===== config.mk =====
export PLATFORM = sky130hd
export DESIGN_NAME = fifo_wr_arbiter
export DESIGN_NICKNAME = d
export VERILOG_FILES = /design/src/rtl/fifo_wr_arbiter.sv
export SDC_FILE = /design/constraint.sdc
export NUM_CORES = 1
export LEC_CHECK = 0
export ABC_CLOCK_PERIOD_IN_PS = 4740
export CORE_MARGIN = 2
export CORE_UTILIZATION = 38
export CTS_BUF_LIST = sky130_fd_sc_hd__clkbuf_8
export DETAILED_ROUTE_END_ITERATION = 10
export PLACE_DENSITY = 0.89
export REMOVE_ABC_BUFFERS = 1
export SYNTH_ARGS = -nofsm -noshare
export SYNTH_HDL_FRONTEND = slang
export SYNTH_SLANG_ARGS = --single-unit

===== constraint.sdc =====
create_clock -name clk -period 4.74 [get_ports clk]
set_input_delay 0.711 -clock clk [delete_from_list [all_inputs] [get_ports clk]]
set_output_delay 0.711 -clock clk [all_outputs]
set_load 0.01 [all_outputs]

===== src/rtl/fifo_wr_arbiter.sv =====
// rtl/fifo_wr_arbiter.sv - round-robin write arbiter and pointer/occupancy control for the shared FIFO
module fifo_wr_arbiter #(
    parameter int NUM_REQ    = 4,
    parameter int FIFO_DEPTH = 8,
    parameter int FIFO_WIDTH = 16,
    parameter int PTR_WIDTH  = 3
) (
    input  logic                          clk,
    input  logic                          rst,
    input  logic [NUM_REQ-1:0]            req,
    input  logic [NUM_REQ*FIFO_WIDTH-1:0] req_data,
    output logic [NUM_REQ-1:0]            gnt,
    input  logic                          rd_en,
    output logic                          wr_en,
    output logic [FIFO_WIDTH-1:0]         wr_data,
    output logic [PTR_WIDTH:0]            b_wptr,
    output logic [PTR_WIDTH:0]            b_rptr,
    output logic                          fifo_full,
    output logic                          fifo_empty,
    output logic [PTR_WIDTH:0]            count
);

    localparam int IDX_W = (NUM_REQ > 1) ? $clog2(NUM_REQ) : 1;
    localparam int CNT_W = PTR_WIDTH + 1;
    localparam logic [CNT_W-1:0] DEPTH_C = CNT_W'(FIFO_DEPTH);

    logic [IDX_W-1:0] prio_q, prio_d;
    logic [CNT_W-1:0] b_wptr_q, b_wptr_d;
    logic [CNT_W-1:0] b_rptr_q, b_rptr_d;
    logic [CNT_W-1:0] count_q, count_d;
    logic             fifo_full_q, fifo_full_d;
    logic             fifo_empty_q, fifo_empty_d;

    logic             gnt_vld;
    logic [IDX_W-1:0] gnt_idx;
    logic             wr_acc;
    logic             rd_acc;

    // Round-robin scan starting at prio; full or reset suppresses any grant.
    always_comb begin
        int cand;
        cand    = 0;
        gnt_vld = 1'b0;
        gnt_idx = '0;
        for (int o = 0; o < NUM_REQ; o++) begin
            cand = int'(prio_q) + o;
            if (cand >= NUM_REQ) begin
                cand = cand - NUM_REQ;
            end
            if (!gnt_vld && req[IDX_W'(cand)]) begin
                gnt_vld = 1'b1;
                gnt_idx = IDX_W'(cand);
            end
        end
        if (rst || fifo_full_q) begin
            gnt_vld = 1'b0;
        end
    end

    // Grant vector and the write-data mux of the winning producer.
    always_comb begin
        gnt     = '0;
        wr_data = '0;
        if (gnt_vld) begin
            gnt     = NUM_REQ'(1) << gnt_idx;
            wr_data = req_data[int'(gnt_idx)*FIFO_WIDTH +: FIFO_WIDTH];
        end
    end

    assign wr_en  = gnt_vld;
    assign wr_acc = gnt_vld;
    assign rd_acc = rd_en & ~fifo_empty_q;

    // Next-state for priority, pointers, occupancy and flags.
    always_comb begin
        int nxt;
        nxt      = 0;
        prio_d   = prio_q;
        b_wptr_d = b_wptr_q;
        b_rptr_d = b_rptr_q;
        count_d  = count_q;
        if (gnt_vld) begin
            nxt = int'(gnt_idx) + 1;
            if (nxt >= NUM_REQ) begin
                nxt = 0;
            end
            prio_d = IDX_W'(nxt);
        end
        if (wr_acc) begin
            b_wptr_d = b_wptr_q + 1'b1;
        end
        if (rd_acc) begin
            b_rptr_d = b_rptr_q + 1'b1;
        end
        case ({wr_acc, rd_acc})
            2'b10:   count_d = count_q + 1'b1;
            2'b01:   count_d = count_q - 1'b1;
            default: count_d = count_q;
        endcase
        fifo_full_d  = (count_d == DEPTH_C);
        fifo_empty_d = (count_d == '0);
    end

    // State registers; reset drops contents and blocks any access on that edge.
    always_ff @(posedge clk) begin
        if (rst) begin
            prio_q       <= '0;
            b_wptr_q     <= '0;
            b_rptr_q     <= '0;
            count_q      <= '0;
            fifo_full_q  <= 1'b0;
            fifo_empty_q <= 1'b1;
        end else begin
            prio_q       <= prio_d;
            b_wptr_q     <= b_wptr_d;
            b_rptr_q     <= b_rptr_d;
            count_q      <= count_d;
            fifo_full_q  <= fifo_full_d;
            fifo_empty_q <= fifo_empty_d;
        end
    end

    assign b_wptr     = b_wptr_q;
    assign b_rptr     = b_rptr_q;
    assign count      = count_q;
    assign fifo_full  = fifo_full_q;
    assign fifo_empty = fifo_empty_q;

endmodule


# Word-level counts from Yosys, hierarchy flattened
# Index checks and enable logic that the tools add are counted.
dict set report totals {
  register_bits 16
  input_bits 71
  word_cells 71
}
dict set report op_classes {
  n_addsub 12
  n_lt_le_gt_ge 9
  n_eq_ne 3
  n_shift 2
  n_mux 29
  bitwise 2
  n_reduce_logical 8
}
# operator count
set ops {}
lappend ops {{$shiftx 64x7->16} 1}
lappend ops {{$mux 2} 9}
lappend ops {{$lt 2x4->1 const B} 4}
lappend ops {{$mux 16} 1}
lappend ops {{$mux 1} 13}
lappend ops {{$add 4x1->4 const B} 3}
lappend ops {{$ge 3x3->1 const B} 4}
lappend ops {{$bmux 1 s2} 4}
lappend ops {{$pmux 4 s2} 1}
lappend ops {{$sub 2x1->2 const B} 4}
lappend ops {{$add 2x1->3 const B} 2}
lappend ops {{$add 2x2->3 const B} 2}
lappend ops {{$eq 4x4->1 const B} 1}
lappend ops {{$logic_not 4->1} 1}
lappend ops {{$mux 4} 1}
lappend ops {{$shl 1x2->4 const A} 1}
lappend ops {{$sub 4x1->4 const B} 1}
lappend ops {{$ge 2x3->1 const B} 1}
lappend ops {{$logic_and 1x1->1} 3}
lappend ops {{$logic_not 1->1} 3}
lappend ops {{$eq 2x1->1 const B} 1}
lappend ops {{$eq 2x2->1 const B} 1}
lappend ops {{$and 1x1->1} 1}
lappend ops {{$logic_or 1x1->1} 1}
lappend ops {{$not 1->1} 1}

# Longest topological paths before layout
dict set report logic_depth {
  ltp_word 19
  ltp_mapped 13
}

# Worst setup path after synthesis
# No wires, ideal clock.
dict set report synth_timing {
  path_type {input to register}
  startpoint {in req[1]}
  endpoint {reg fifo_empty_q, in the netlist fifo_empty}
  setup_ns 0.058
  arrival_time_ns 2.817
  t_required_ns 4.682
  setup_slack_ns 1.865
  path_stages 11
  path_buffers 1
  cell_sequence {nor2_1 > a31oi_4 > nor2b_1 > buf_4 > inv_2 > ha_1 > nand2b_1 > or4b_1 > a31oi_1 > mux2i_1 > o21a_1}
}
dict set report synth_via {
  elab_chain_len 17
}
# item line_no
set synth_lines {}
lappend synth_lines {{start, declared} 10} ;# input logic [NUM_REQ-1:0] req,
lappend synth_lines {{$bmux 1 s2} 50} ;# if (!gnt_vld && req[IDX_W'(cand)]) begin
lappend synth_lines {{$mux 1 (not written as such) (2 in a row)} 50}
lappend synth_lines {{$mux 1} 50}
lappend synth_lines {{$logic_not 1->1} 50}
lappend synth_lines {{$logic_and 1x1->1} 50}
lappend synth_lines {{$mux 1} 50}
lappend synth_lines {{$logic_not 1->1} 50}
lappend synth_lines {{$logic_and 1x1->1} 50}
lappend synth_lines {{$mux 1} 50}
lappend synth_lines {{$logic_not 1->1} 50}
lappend synth_lines {{$logic_and 1x1->1} 50}
lappend synth_lines {{$mux 1 (*)} 50}
lappend synth_lines {{$mux 1 (*)} 55} ;# if (rst || fifo_full_q) begin
lappend synth_lines {{named net wr_en} 14} ;# output logic wr_en,
lappend synth_lines {{$eq 2x1->1 / $eq 2x2->1 (equally long branches)} 95} ;# case ({wr_acc, rd_acc})
lappend synth_lines {{$pmux 4 s2 (*)} 95}
lappend synth_lines {{$logic_not 4->1 (*)} 101} ;# fifo_empty_d = (count_d == '0);
lappend synth_lines {{end signal, assigned} 119} ;# fifo_empty_q <= fifo_empty_d;
lappend synth_lines {{end, declared} 32} ;# logic fifo_empty_q, fifo_empty_d;
# Mark *: on every way through the listed nets, which the timed path passes. The rest lies on a longest branch. The select of a mux whose other input is x is not followed.
# A chain may end at the register's enable or synchronous reset.

# Worst setup path after layout
dict set report layout_timing {
  startpoint {in req[3]}
  endpoint {out wr_data[4]}
}
dict set report layout_via {
  elab_chain_len 15
}
# item line_no
set layout_lines {}
lappend layout_lines {{$bmux 1 s2} 50}
lappend layout_lines {{$mux 1 (not written as such) (2 in a row)} 50}
lappend layout_lines {{$mux 1} 50}
lappend layout_lines {{$logic_not 1->1} 50}
lappend layout_lines {{$logic_and 1x1->1} 50}
lappend layout_lines {{$mux 1} 50}
lappend layout_lines {{$logic_not 1->1} 50}
lappend layout_lines {{$logic_and 1x1->1} 50}
lappend layout_lines {{$mux 1} 50}
lappend layout_lines {{$logic_not 1->1} 50}
lappend layout_lines {{$logic_and 1x1->1} 50}
lappend layout_lines {{$mux 2 / $mux 1 (equally long branches)} 50}
lappend layout_lines {{$shiftx 64x7->16 / $mux 1 (equally long branches)} {66, 55}}
lappend layout_lines {{$mux 16 (*)} 64} ;# if (gnt_vld) begin
lappend layout_lines {{end, declared} 15} ;# output logic [FIFO_WIDTH-1:0] wr_data,
# Mark *: on every way between the ends. The rest lies on a longest branch, timed or not. The select of a mux whose other input is x is not followed.

==> flow_summary.json <==
{
  "status": "complete, no violations",
  "numCtsBuffers": 3,
  "grt_max_degree": 36,
  "start_util": 0.3876,
  "synth_top_family_by_area": "multiplexers",
  "p_clk_frac": 0.140,
  "worstPathArrival_ps": 3190,
  "antenna_found_initial": 0,
  "rsz0062_at_grt": "no",
  "synth_mux_area_frac": 0.2650,
  "synth-simple-area-share": 0.1531,
  "dr.pass1.iters": 5,
  "relSlewSlack": 0.6231,
  "critPathKind": "in -> out",
  "nets": 343,
  "powerDensity_nw_per_um2": 336.3,
  "tritoncts": "done",
  "fp-row-count": 22,
  "ctsHoldBuffers": 0,
  "synthAdderAreaFrac": 0.08057,
  "p_sw_frac": 0.3719,
  "clock_latency_ps": 250,
  "grt_pass1_wl_um": 6762,
  "p_leak_nw": 1.029,
  "whs_ps": 514.4,
  "htree_levels": 1,
  "clock_skew_ps": 4.118,
  "cts_resized": 0,
  "setup_viol": 0,
  "io_pins": 106,
  "drc": 0,
  "cts_setup_buffers": 0,
  "dieArea_um2": 4179,
  "synth_compound_area_frac": 0.1531,
  "ys_ff_latch": 16,
  "hold_viol": 0,
  "drv_cap": 0,
  "core_area_um2": 3606,
  "startpoint_type": "primary input",
  "comb_power_share": 0.622,
  "hold_class": "reg -> reg",
  "netlist_area_um2": 1398,
  "io_buffers": 105,
  "synth_cell_types": 34,
  "gp_congestion": 0.8441,
  "slew_violations": 0,
  "clockRootBuffer": "clkbuf_8",
  "vias_per_cell": 4.877,
  "syn_to_final_growth_pct": 80.75,
  "critical_path.max_fanout": 16,
  "p_seq_frac": 0.238,
  "antenna-diode-count": 0,
  "wl_met3_um": 214,
  "ir_worst_vdd_v": 0.0003140,
  "synthXorXnorAreaFrac": 0.05640,
  "top_layer": "met4",
  "cts.path.max_buffers": 2,
  "end_kind": "output pin",
  "clock_sinks": 16,
  "cp_data_required_time_ps": 4030,
  "dp_hpwl_um": 3683,
  "min_period_ps": 3900,
  "fmax_mhz": 256.4,
  "syn_area_per_cell_um2": 8.681,
  "min_period_over_period": 0.8228,
  "drtIter0Drc": 76,
  "wl_um": 4612,
  "drive_above_1_share": 0.06107,
  "grt_pass1_vias": 1361,
  "p_sw_uw": 315.9,
  "routedWlPerCell_um": 14.88,
  "vias": 1512,
  "antenna_left": 0,
  "wl_met1_um": 2068,
  "grt_use_total": 0.2071,
  "fillers": 282,
  "clkTransAtPathRegs_ps": 60,
  "fin_setup_tns_ps": 0,
  "yosysSeqAreaShare": 0.2292,
  "worstMarginPinSlew_ps": 565.4,
  "die_y_um": 64.65,
  "globalRouteOverflowTotal": 0,
  "p_int_uw": 533.6,
  "ys_warn_count": 0,
  "synthesis.instances": 161,
  "dr_wl_met2_um": 2307,
  "fp.dieW_um": 64.65
}
==> registers in the layout, summed over array words and instances (netlist names), named ones only <==
name        count
b_rptr          4
b_wptr          4
count           4
fifo_empty      1
fifo_full       1
prio_q          1
==> power groups by stage <==
| stage | logic (mW) | registers, mW | clock network, mW |
|---|---|---|---|
| finish | 0.528 | 0.202 | 0.119 |
| global route | 0.574 | 0.207 | 0.130 |
| CTS | 0.531 | 0.202 | 0.123 |
| detailed placement | 0.529 | 0.204 | 0 |
| global placement | 0.519 | 0.203 | 0 |
| floorplan | 0.284 | 0.209 | 0 |
==> cell usage after synthesis <==
cell	instances	area, µm²
nand2b_1	3	18.77
a22oi_1	1	7.510
mux2i_1	37	370.4
o22a_1	1	8.760
xor2_1	6	52.55
inv_2	3	11.26
clkbuf_2	1	5.000
a211oi_1	1	7.510
inv_1	4	15.01
clkbuf_1	3	11.26
and2_1	4	25.02
a21o_1	1	7.510
dfxtp_1	16	320.3
buf_4	4	30.03
a31oi_1	1	6.260
o21ai_0	1	5.000
o31ai_1	1	7.510
ha_1	9	112.6
buf_2	3	15.01
nor3_2	1	10.01
a211o_1	1	8.760
or3_2	1	7.510
or4b_1	1	10.01
a31oi_4	1	21.27
nor2_1	18	67.56
xnor2_1	3	26.28
a21oi_1	4	20.02
nor2b_1	5	31.28
o22ai_1	17	106.4
nand2_2	2	12.51
o21a_1	1	7.510
nand3b_1	1	7.510
nand4_1	2	12.51
nand2_1	3	11.26
==> worst max-delay path, cell delays in order <==
cell and delay, ps:
clkdlybuf4s50_1 530, nor2_1 100, a31oi_4 300, nor2b_1 300, buf_4 190, nand2_2 200
o22ai_1 280, clkdlybuf4s50_1 570
==> stage by stage <==
step,area (µm²),power (mW),instances,worst slack (ps),util
after global placement,2471,0.7225,306,912.2,0.6853
after global routing,2526,0.9101,310,671.5,0.7006
after floorplan,1336,0.4929,150,1379,-
after detailed placement,2471,0.7330,306,866.2,0.6853
final,2526,0.8494,310,839.9,0.7006
after CTS,2526,0.8558,310,849.6,0.7006
==> layer usage <==
metal	GRT usage	vias up
met5	0	-
met4	0.03457	0
met3	0.04340	6
met2	0.3555	45
met1	0.2710	682
li1	-	779
==> cells by family after synthesis <==
family | Yosys count
DFF | 16
muxes | 37
xor gates and xnor gates | 9
and+or+nand+nor | 41
AOI/OAI and AO/OA | 31
buffers and inverters | 18
adders and majority gates | 9
==> layout by cell type, fill, tap and decap left out, drive strengths merged, types with 3 or more instances in the layout <==
master	count
nand2b	3
and2	4
inv	7
clkbuf	4
buf	3
nor2	18
ha	9
xor2	6
dfxtp	16
o22ai	17
nor2b	5
nand2	5
xnor2	3
a21oi	4
clkdlybuf4s50	105
mux2i	37
==> final timing paths <==
kind | end | start | cells past startpoint | slack, ps
max reg2reg | fifo_empty$_SDFF_PP1_ | fifo_full$_SDFF_PP0_ | 9 | 2070
min reg2reg | b_rptr[3]$_SDFFE_PP0P_ | b_rptr[3]$_SDFFE_PP0P_ | 2 | 510
min | b_rptr[3]$_SDFFE_PP0P_ | b_rptr[3]$_SDFFE_PP0P_ | 2 | 510
max | wr_data[4] | req[3] | 8 | 840
==> layout make-up <==
type                            count  area [µm²]  area share
Clock buffer                        4       55.05     0.02179
Timing Repair Buffer              108        1074      0.4250
Multi-Input combinational cell    127       991.0      0.3923
Tap cell                           48       60.06     0.02377
Inverter                            7       26.28     0.01040
Sequential cell                    16       320.3      0.1268
Note: power is estimated with default switching activity, not from simulation.
